**src/rtl/hazard_stall_ctrl_if.sv**
```systemverilog
`default_nettype none
// +----------------------------------------------------------------------+
// | hazard_stall_ctrl_if : hazard-detect inputs and pipeline controls    |
// | Rev 1.0                                                              |
// +----------------------------------------------------------------------+
interface hazard_stall_ctrl_if #(
  parameter int CNT_W = 16
);
  logic [4:0]       rs_ID;
  logic [4:0]       rt_ID;
  logic             UsesRs_ID;
  logic             UsesRt_ID;
  logic             MemRead_IDEX;
  logic [4:0]       rt_IDEX;
  logic             MulStart_EX;
  logic             BranchTaken_EX;
  logic             PCWrite;
  logic             IFID_Write;
  logic             IFID_Flush;
  logic             IDEX_Write;
  logic             IDEX_Bubble;
  logic             EXMEM_Bubble;
  logic             Busy;
  logic [CNT_W-1:0] StallCycles;
  logic [CNT_W-1:0] FlushCount;

  modport master (
    output rs_ID, rt_ID, UsesRs_ID, UsesRt_ID, MemRead_IDEX, rt_IDEX,
           MulStart_EX, BranchTaken_EX,
    input  PCWrite, IFID_Write, IFID_Flush, IDEX_Write, IDEX_Bubble,
           EXMEM_Bubble, Busy, StallCycles, FlushCount
  );

  modport slave (
    input  rs_ID, rt_ID, UsesRs_ID, UsesRt_ID, MemRead_IDEX, rt_IDEX,
           MulStart_EX, BranchTaken_EX,
    output PCWrite, IFID_Write, IFID_Flush, IDEX_Write, IDEX_Bubble,
           EXMEM_Bubble, Busy, StallCycles, FlushCount
  );
endinterface
`default_nettype wire

```
**src/rtl/hazard_stall_ctrl.sv**
```systemverilog
`default_nettype none
// +----------------------------------------------------------------------+
// | hazard_stall_ctrl : load-use / branch / multiply pipeline sequencer  |
// | Rev 1.0                                                              |
// +----------------------------------------------------------------------+
module hazard_stall_ctrl #(
  parameter int MUL_LATENCY = 4,
  parameter int CNT_W       = 16
) (
  input  wire logic          Clk,
  input  wire logic          Reset,
  hazard_stall_ctrl_if.slave bus
);
  typedef enum logic [0:0] {
    RUN      = 1'b0,
    MUL_BUSY = 1'b1
  } state_t;

  localparam bit         C_MUL_STALL = (MUL_LATENCY > 1);
  localparam bit         C_MUL_MULTI = (MUL_LATENCY >= 3);
  localparam logic [3:0] C_MCNT_INIT = C_MUL_MULTI ? 4'(MUL_LATENCY - 2) : 4'd0;
  localparam logic [CNT_W-1:0] C_CNT_MAX = '1;
  localparam logic [CNT_W-1:0] C_CNT_ONE = CNT_W'(1);

  state_t     r_state;
  state_t     w_state_nxt;
  logic [3:0] r_mcnt;
  logic [3:0] w_mcnt_nxt;
  logic [CNT_W-1:0] r_stall_cnt;
  logic [CNT_W-1:0] r_flush_cnt;

  logic w_load_use;
  logic w_flush;
  logic w_pc_write;
  logic w_ifid_write;
  logic w_ifid_flush;
  logic w_idex_write;
  logic w_idex_bubble;
  logic w_exmem_bubble;
  logic w_busy;

  // $0 is hard-wired, so a load targeting it never creates a dependency
  assign w_load_use = bus.MemRead_IDEX && (bus.rt_IDEX != 5'd0) &&
                      ((bus.UsesRs_ID && (bus.rs_ID == bus.rt_IDEX)) ||
                       (bus.UsesRt_ID && (bus.rt_ID == bus.rt_IDEX)));

  always_comb begin
    w_state_nxt    = r_state;
    w_mcnt_nxt     = r_mcnt;
    w_flush        = 1'b0;
    w_pc_write     = 1'b1;
    w_ifid_write   = 1'b1;
    w_ifid_flush   = 1'b0;
    w_idex_write   = 1'b1;
    w_idex_bubble  = 1'b0;
    w_exmem_bubble = 1'b0;
    w_busy         = 1'b0;
    if (!Reset) begin
      w_state_nxt    = RUN;
      w_mcnt_nxt     = 4'd0;
      w_pc_write     = 1'b0;
      w_ifid_write   = 1'b0;
      w_idex_write   = 1'b0;
      w_ifid_flush   = 1'b1;
      w_idex_bubble  = 1'b1;
      w_exmem_bubble = 1'b1;
    end else begin
      case (r_state)
        RUN: begin
          if (bus.BranchTaken_EX) begin
            w_flush       = 1'b1;
            w_ifid_flush  = 1'b1;
            w_idex_bubble = 1'b1;
          end else if (bus.MulStart_EX && C_MUL_STALL) begin
            w_pc_write     = 1'b0;
            w_ifid_write   = 1'b0;
            w_idex_write   = 1'b0;
            w_exmem_bubble = 1'b1;
            w_busy         = 1'b1;
            if (C_MUL_MULTI) begin
              w_state_nxt = MUL_BUSY;
              w_mcnt_nxt  = C_MCNT_INIT;
            end
          end else if (w_load_use) begin
            w_pc_write    = 1'b0;
            w_ifid_write  = 1'b0;
            w_idex_bubble = 1'b1;
          end
        end
        MUL_BUSY: begin
          w_pc_write     = 1'b0;
          w_ifid_write   = 1'b0;
          w_idex_write   = 1'b0;
          w_exmem_bubble = 1'b1;
          w_busy         = 1'b1;
          if (r_mcnt == 4'd1) begin
            w_state_nxt = RUN;
          end else begin
            w_mcnt_nxt = r_mcnt - 4'd1;
          end
        end
        default: w_state_nxt = RUN;
      endcase
    end
  end

  always_ff @(posedge Clk) begin
    if (!Reset) begin
      r_state     <= RUN;
      r_mcnt      <= 4'd0;
      r_stall_cnt <= '0;
      r_flush_cnt <= '0;
    end else begin
      r_state <= w_state_nxt;
      r_mcnt  <= w_mcnt_nxt;
      if (!w_pc_write && (r_stall_cnt != C_CNT_MAX)) begin
        r_stall_cnt <= r_stall_cnt + C_CNT_ONE;
      end
      if (w_flush && (r_flush_cnt != C_CNT_MAX)) begin
        r_flush_cnt <= r_flush_cnt + C_CNT_ONE;
      end
    end
  end

  assign bus.PCWrite      = w_pc_write;
  assign bus.IFID_Write   = w_ifid_write;
  assign bus.IFID_Flush   = w_ifid_flush;
  assign bus.IDEX_Write   = w_idex_write;
  assign bus.IDEX_Bubble  = w_idex_bubble;
  assign bus.EXMEM_Bubble = w_exmem_bubble;
  assign bus.Busy         = w_busy;
  assign bus.StallCycles  = r_stall_cnt;
  assign bus.FlushCount   = r_flush_cnt;
endmodule
`default_nettype wire
```
**src/flat_wrapper.sv**
```systemverilog
// flat-port wrapper written by rule: the top's interface ports become plain ports
module hazard_stall_ctrl_flat 
#(
  parameter int MUL_LATENCY = 4,
  parameter int CNT_W       = 16
)
  (Clk, Reset, bus_rs_ID, bus_rt_ID, bus_UsesRs_ID, bus_UsesRt_ID, bus_MemRead_IDEX, bus_rt_IDEX, bus_MulStart_EX, bus_BranchTaken_EX, bus_PCWrite, bus_IFID_Write, bus_IFID_Flush, bus_IDEX_Write, bus_IDEX_Bubble, bus_EXMEM_Bubble, bus_Busy, bus_StallCycles, bus_FlushCount);
  hazard_stall_ctrl_if #(.CNT_W(CNT_W)) bus_i ();
  input  wire logic Clk;
  input  wire logic Reset;
  input wire logic [$bits(bus_i.rs_ID)-1:0] bus_rs_ID;
  input wire logic [$bits(bus_i.rt_ID)-1:0] bus_rt_ID;
  input wire logic [$bits(bus_i.UsesRs_ID)-1:0] bus_UsesRs_ID;
  input wire logic [$bits(bus_i.UsesRt_ID)-1:0] bus_UsesRt_ID;
  input wire logic [$bits(bus_i.MemRead_IDEX)-1:0] bus_MemRead_IDEX;
  input wire logic [$bits(bus_i.rt_IDEX)-1:0] bus_rt_IDEX;
  input wire logic [$bits(bus_i.MulStart_EX)-1:0] bus_MulStart_EX;
  input wire logic [$bits(bus_i.BranchTaken_EX)-1:0] bus_BranchTaken_EX;
  output wire logic [$bits(bus_i.PCWrite)-1:0] bus_PCWrite;
  output wire logic [$bits(bus_i.IFID_Write)-1:0] bus_IFID_Write;
  output wire logic [$bits(bus_i.IFID_Flush)-1:0] bus_IFID_Flush;
  output wire logic [$bits(bus_i.IDEX_Write)-1:0] bus_IDEX_Write;
  output wire logic [$bits(bus_i.IDEX_Bubble)-1:0] bus_IDEX_Bubble;
  output wire logic [$bits(bus_i.EXMEM_Bubble)-1:0] bus_EXMEM_Bubble;
  output wire logic [$bits(bus_i.Busy)-1:0] bus_Busy;
  output wire logic [$bits(bus_i.StallCycles)-1:0] bus_StallCycles;
  output wire logic [$bits(bus_i.FlushCount)-1:0] bus_FlushCount;
  assign bus_i.rs_ID = bus_rs_ID;
  assign bus_i.rt_ID = bus_rt_ID;
  assign bus_i.UsesRs_ID = bus_UsesRs_ID;
  assign bus_i.UsesRt_ID = bus_UsesRt_ID;
  assign bus_i.MemRead_IDEX = bus_MemRead_IDEX;
  assign bus_i.rt_IDEX = bus_rt_IDEX;
  assign bus_i.MulStart_EX = bus_MulStart_EX;
  assign bus_i.BranchTaken_EX = bus_BranchTaken_EX;
  assign bus_PCWrite = bus_i.PCWrite;
  assign bus_IFID_Write = bus_i.IFID_Write;
  assign bus_IFID_Flush = bus_i.IFID_Flush;
  assign bus_IDEX_Write = bus_i.IDEX_Write;
  assign bus_IDEX_Bubble = bus_i.IDEX_Bubble;
  assign bus_EXMEM_Bubble = bus_i.EXMEM_Bubble;
  assign bus_Busy = bus_i.Busy;
  assign bus_StallCycles = bus_i.StallCycles;
  assign bus_FlushCount = bus_i.FlushCount;
  hazard_stall_ctrl #(.MUL_LATENCY(MUL_LATENCY), .CNT_W(CNT_W)) u_core (.Clk(Clk), .Reset(Reset), .bus(bus_i));
endmodule
```
**config.mk**
```make
export PLATFORM = sky130hd
export DESIGN_NAME = hazard_stall_ctrl_flat
export DESIGN_NICKNAME = d
export VERILOG_FILES = /design/src/rtl/hazard_stall_ctrl_if.sv /design/src/rtl/hazard_stall_ctrl.sv /design/src/flat_wrapper.sv
export SDC_FILE = /design/constraint.sdc
export NUM_CORES = 1
export LEC_CHECK = 0
export CAP_MARGIN = 10
export CORE_UTILIZATION = 30
export CTS_CLUSTER_SIZE = 12
export DETAILED_ROUTE_END_ITERATION = 7
export DONT_BUFFER_PORTS = 1
export GPL_ROUTABILITY_DRIVEN = 0
export HOLD_SLACK_MARGIN = 0.02
export PLACE_DENSITY = 0.55
export SETUP_SLACK_MARGIN = 0.05
export SLEW_MARGIN = 15
export SYNTH_ARGS = -nofsm -noshare
export SYNTH_HDL_FRONTEND = slang
export SYNTH_SLANG_ARGS = --single-unit
```
**constraint.sdc**
```tcl
create_clock -name Clk -period 2.85 [get_ports Clk]
set_input_delay 0.57 -clock Clk [delete_from_list [all_inputs] [get_ports Clk]]
set_output_delay 0.57 -clock Clk [all_outputs]
set_load 0.01 [all_outputs]
```
# --- After elaboration in Yosys (flattened, before gate mapping) ---
# Index checks and enable logic that the tools add are counted.
op_classes:
  reduce_logical: 10
  bitwise: 1
  eq_ne: 8
  mux: 29
  n_addsub: 3
ops:
  columns: ["op", "count"]
  rows:
  - ["adder 16 x 1 -> 16 bit (second input constant)", 2]
  - ["inequality test 16 bit (second input constant)", 2]
  - ["two-way mux 1 bit", 21]
  - ["two-way mux 4 bit", 3]
  - ["== test 5 bit", 2]
  - ["case mux 1 bit (2 select lines)", 4]
  - ["case mux 4 bit (2 select lines)", 1]
  - ["logical AND 1 bit", 6]
  - ["inequality test 2 bit (second input constant)", 3]
  - ["nonzero test 5 bit", 1]
  - ["== test 4 x 1 -> 1 bit (second input constant)", 1]
  - ["subtractor 4 x 1 -> 4 bit (second input constant)", 1]
  - ["AND reduction 3 bit", 1]
  - ["logical NOT 1 bit", 1]
  - ["logical OR 1 bit", 1]
  - ["inverter 1 bit", 1]
totals:
  regBits: 37
  wordCells: 55
  out_inout_bits: 39
  in_bits: 22

# --- Longest topological paths before layout ---
logic_depth:
  ltp_word: 11
  depth_mapped: 8
  depth_no_buf: 7

# --- Worst setup path before layout ---
# Ideal clock, no wire load.
synth_path:
  path_type: "input -> output"
  startpoint: "in bus_rt_IDEX[0]"
  endpoint: "out bus_PCWrite"
  stages: 7
  t_arrival_ps: 1864
  path_buffers: 3
  t_required_ps: 2280
  slack_ps: 416
  path_cell_list: "or4_1 o21ai_2 nor2_1 a21oi_2 buf_6 buf_12 buf_4"
synth_via:
  elab_chain_cells: 9
  word_cells_on_any_way: 13
  cone_classes: "2 x eq/ne; 5 x mux; 6 x reduce/logical"
synth_lines:
  columns: ["element", "line", "text"]
  rows:
  - ["start: declaration", "flat_wrapper.sv:16", "input wire logic [$bits(bus_i.rt_IDEX)-1:0] bus_rt_IDEX;"]
  - ["== test 5 bit, on equally long branches", "hazard_stall_ctrl.sv:44, hazard_stall_ctrl.sv:45", null]
  - ["logical AND 1 bit, on equally long branches", "hazard_stall_ctrl.sv:44, hazard_stall_ctrl.sv:45", null]
  - ["logical OR 1 bit", "hazard_stall_ctrl.sv:44", "((bus.UsesRs_ID && (bus.rs_ID == bus.rt_IDEX)) ||"]
  - ["logical AND 1 bit (*)", "hazard_stall_ctrl.sv:43", "assign w_load_use = bus.MemRead_IDEX && (bus.rt_IDEX != 5'd0) &&"]
  - ["two-way mux 1 bit (*) (3 in a row)", null, null]
  - ["case mux 1 bit (2 select lines) (*)", null, null]
  - ["two-way mux 1 bit (*)", null, null]
  - ["end: declaration", "flat_wrapper.sv:19", "output wire logic [$bits(bus_i.PCWrite)-1:0] bus_PCWrite;"]
# Every way passes the cells marked *; elsewhere a longest branch is shown, timed or not.

# --- Final worst setup path ---
# Ends and elaborated chain as after synthesis.

==> impl_metrics.ini <==
[critical_path]
cp_max_fo = 4
setup.worst_path.class = input pin to primary output
crit_path_end_kind = primary output
r2r_setup_slack_ns = 0.57
worst_r2r_endpoint = u_core.bus.FlushCount[15]
arrival_ns = 1.71
r2r-start = u_core.bus.FlushCount[0]
crit_start = bus_rt_IDEX[0]
cp-start-kind = input pin
rr_worst_depth = 7
cp.required_ns = 2.28

[pwr]
p_seq_frac = 0.549
p_clk_frac = 0.350
p_leak_nw = 0.692
power_switching_share = 0.253
power_density_nw_per_um2 = 460
vdd_drop_max_v = 0.000202
comb_power_share = 0.101
switchingPower_w = 0.000253
p_int_w = 0.000749

[cts]
cts-root-buf = clkbuf_8
numClockSinks = 37
clk_path_buf_depth = 2
cts_resized = 0
numCtsBuffers = 5
cts_tree = built
cts_hold_buf = 0
cts.clk_slew.worst_paths_ns = 0.07
insertion_delay_ns = 0.28
post-cts-setup-buffers = 0
htree_levels = 2

[finish]
nets = 269
fin_area_um2 = 2180
drive_gt1_frac = 0.0697
antenna_cells = 0
syn_to_final_growth_pct = 6.61

[routing]
top_layer = met4
vias = 1740
routed-wl-met2_um = 2110
wl_per_cell_um = 14.2
first_iter_violations = 65
drc = 7
route.layer.met1.wl_um = 2110
dr.pass1.iters = 8
routed_wl_um = 4570
vias_per_cell = 5.42
met3_length_um = 326
ant_nets = 0

[synth]
syn_area_um2 = 2040
yosysSeqAreaShare = 0.362
ys_types = 43
synthArstFlopShare = 0
syn_inst = 243
synth_area_leaders = dfxtp_1, xnor2_1, a21oi_1
ys.flop_type = dfxtp_1
synth_edf_count = 0
synth_nets = 269
synth-seq-cells = 37
synth_largest_area_cell = dfxtp_1
yosys_warnings = 0
syn_area_per_cell_um2 = 8.41
netlist.area_leader.share = 0.362

[sta]
grt_setup_unrepaired = false
setup_viol = 0
timing.clock.skew_ns = 0.00474
finalMaxSlewViolations = 0
fmax_ghz = 0.438
period_needed_ns = 2.28
final.period_utilization = 0.801
tightest_slew_ns = 0.462
hold_viol = 0
tns_ns = 0
relSlewSlack = 0.692

[floorplan]
dieHeight_um = 84.6
ios = 61
start_util = 0.317
rows = 29
core-area_um2 = 6460
die_x_um = 84.6
die_area_um2 = 7150

[status]
outcome = finished with violations
violations = design-rule violations

[flow_run]
maxCapViolCount = 0

[global_route]
antenna_found_initial = 0
grt_pass1_vias = 1587
grt_pass1_wl_um = 7670
grt.total_usage = 0.133
grt_max_degree = 28
grt.overflow.total = 0

[worst_hold_path]
holdPathEnd = u_core.bus.FlushCount[10]
worstHoldPathCells = 1
hp-class = input pin to flop
hold_path.startpoint = Reset

[placement]
dpl_cell_area_um2 = 2100
post-dp-hpwl_um = 3240
portBuffers = 0
-- routing by layer --
layer	up-vias	track usage
met3	2	0.0541
met2	42	0.215
met5	-	0
li1	882	-
met1	814	0.164
met4	0	0.0324
-- registers in the layout, indices dropped and copies added, names as in the netlist --
signal / flops
u_core.bus.FlushCount: 16
u_core.bus.StallCycles: 16
u_core.r_state: 1
u_core.r_mcnt: 4
-- through the flow --
step                       util  hold WS (ns)  cells  total power [W]  setup WS [ns]
after detailed placement  0.325         0.514    313         0.000663          0.554
final                     0.337         0.413    321          0.00100          0.566
after floorplan               -         0.485    243         0.000651          0.416
after CTS                 0.337         0.401    321          0.00102          0.548
after global placement    0.325         0.510    313         0.000662          0.557
after global routing      0.337         0.400    321          0.00106          0.294
-- power by group through the flow --
stage | Clock, W | Sequential (W) | Combinational (W)
final | 0.000351 | 0.000550 | 0.000101
after global routing | 0.000398 | 0.000553 | 0.000113
after CTS | 0.000367 | 0.000550 | 0.000102
after detailed placement | 0 | 0.000562 | 0.000101
after global placement | 0 | 0.000562 | 0.0000998
after floorplan | 0 | 0.000558 | 0.0000934
-- critical path, stage by stage --
cell and delay [ns]:
or4_1 0.53, o21ai_2 0.16, nor2_1 0.07, a21oi_2 0.39
-- area by class of cell --
cell class	count	area [um^2]
clock buffers	8	80.1
repair buffers	4	42.5
fillers	694	4280
multi-input cells	189	1200
inverters	6	22.5
well taps	77	96.3
flip-flops and latches	37	741
-- kinds of logic (layout without fill, tap and decap cells) --
logic type | Yosys count | in the layout | share of synthesized area
and+or+nand+nor | 112 | 112 | 0.297
muxes | 3 | 3 | 0.0147
buffers and inverters | 17 | 18 | 0.0520
xor gates and xnor gates | 21 | 21 | 0.0900
adders and majority gates | 4 | 4 | 0.0245
AOI/OAI and AO/OA | 49 | 49 | 0.160
DFF | 37 | 37 | 0.362
-- cell usage after synthesis (5+ instances only) --
master and count:
o21ai_0 7, a21oi_1 19, and2_1 5, nand3_1 10
and3_1 7, xnor2_1 14, or4_1 12, nand4_1 9
nor2_1 19, dfxtp_1 37, inv_1 5, or3_1 6
nand2_1 25, nand2b_1 6, o31ai_1 10, xor2_1 7
-- worst max-delay path by stage --
stage | to | slack, ns | depth (start not counted)
after floorplan | bus_PCWrite | 0.42 | 7
after global placement | bus_IFID_Write | 0.56 | 4
after detailed placement | bus_PCWrite | 0.55 | 4
after CTS | u_core.bus.FlushCount[15] | 0.55 | 7
after global routing | u_core.bus.FlushCount[15] | 0.29 | 7
final | bus_PCWrite | 0.57 | 4
-- layout by cell type (no fill, tap or decap), drive strengths merged, types with 7 or more instances in the layout --
cell type,Yosys,layout
nand3,10,10
nand4,9,9
xor2,7,7
o21ai,10,10
and3,7,7
or4,12,12
clkbuf,3,8
nor2,19,19
xnor2,14,14
a21oi,20,20
dfxtp,37,37
nand2,25,25
o31ai,10,10
Note: power is estimated with default switching activity, not from simulation.
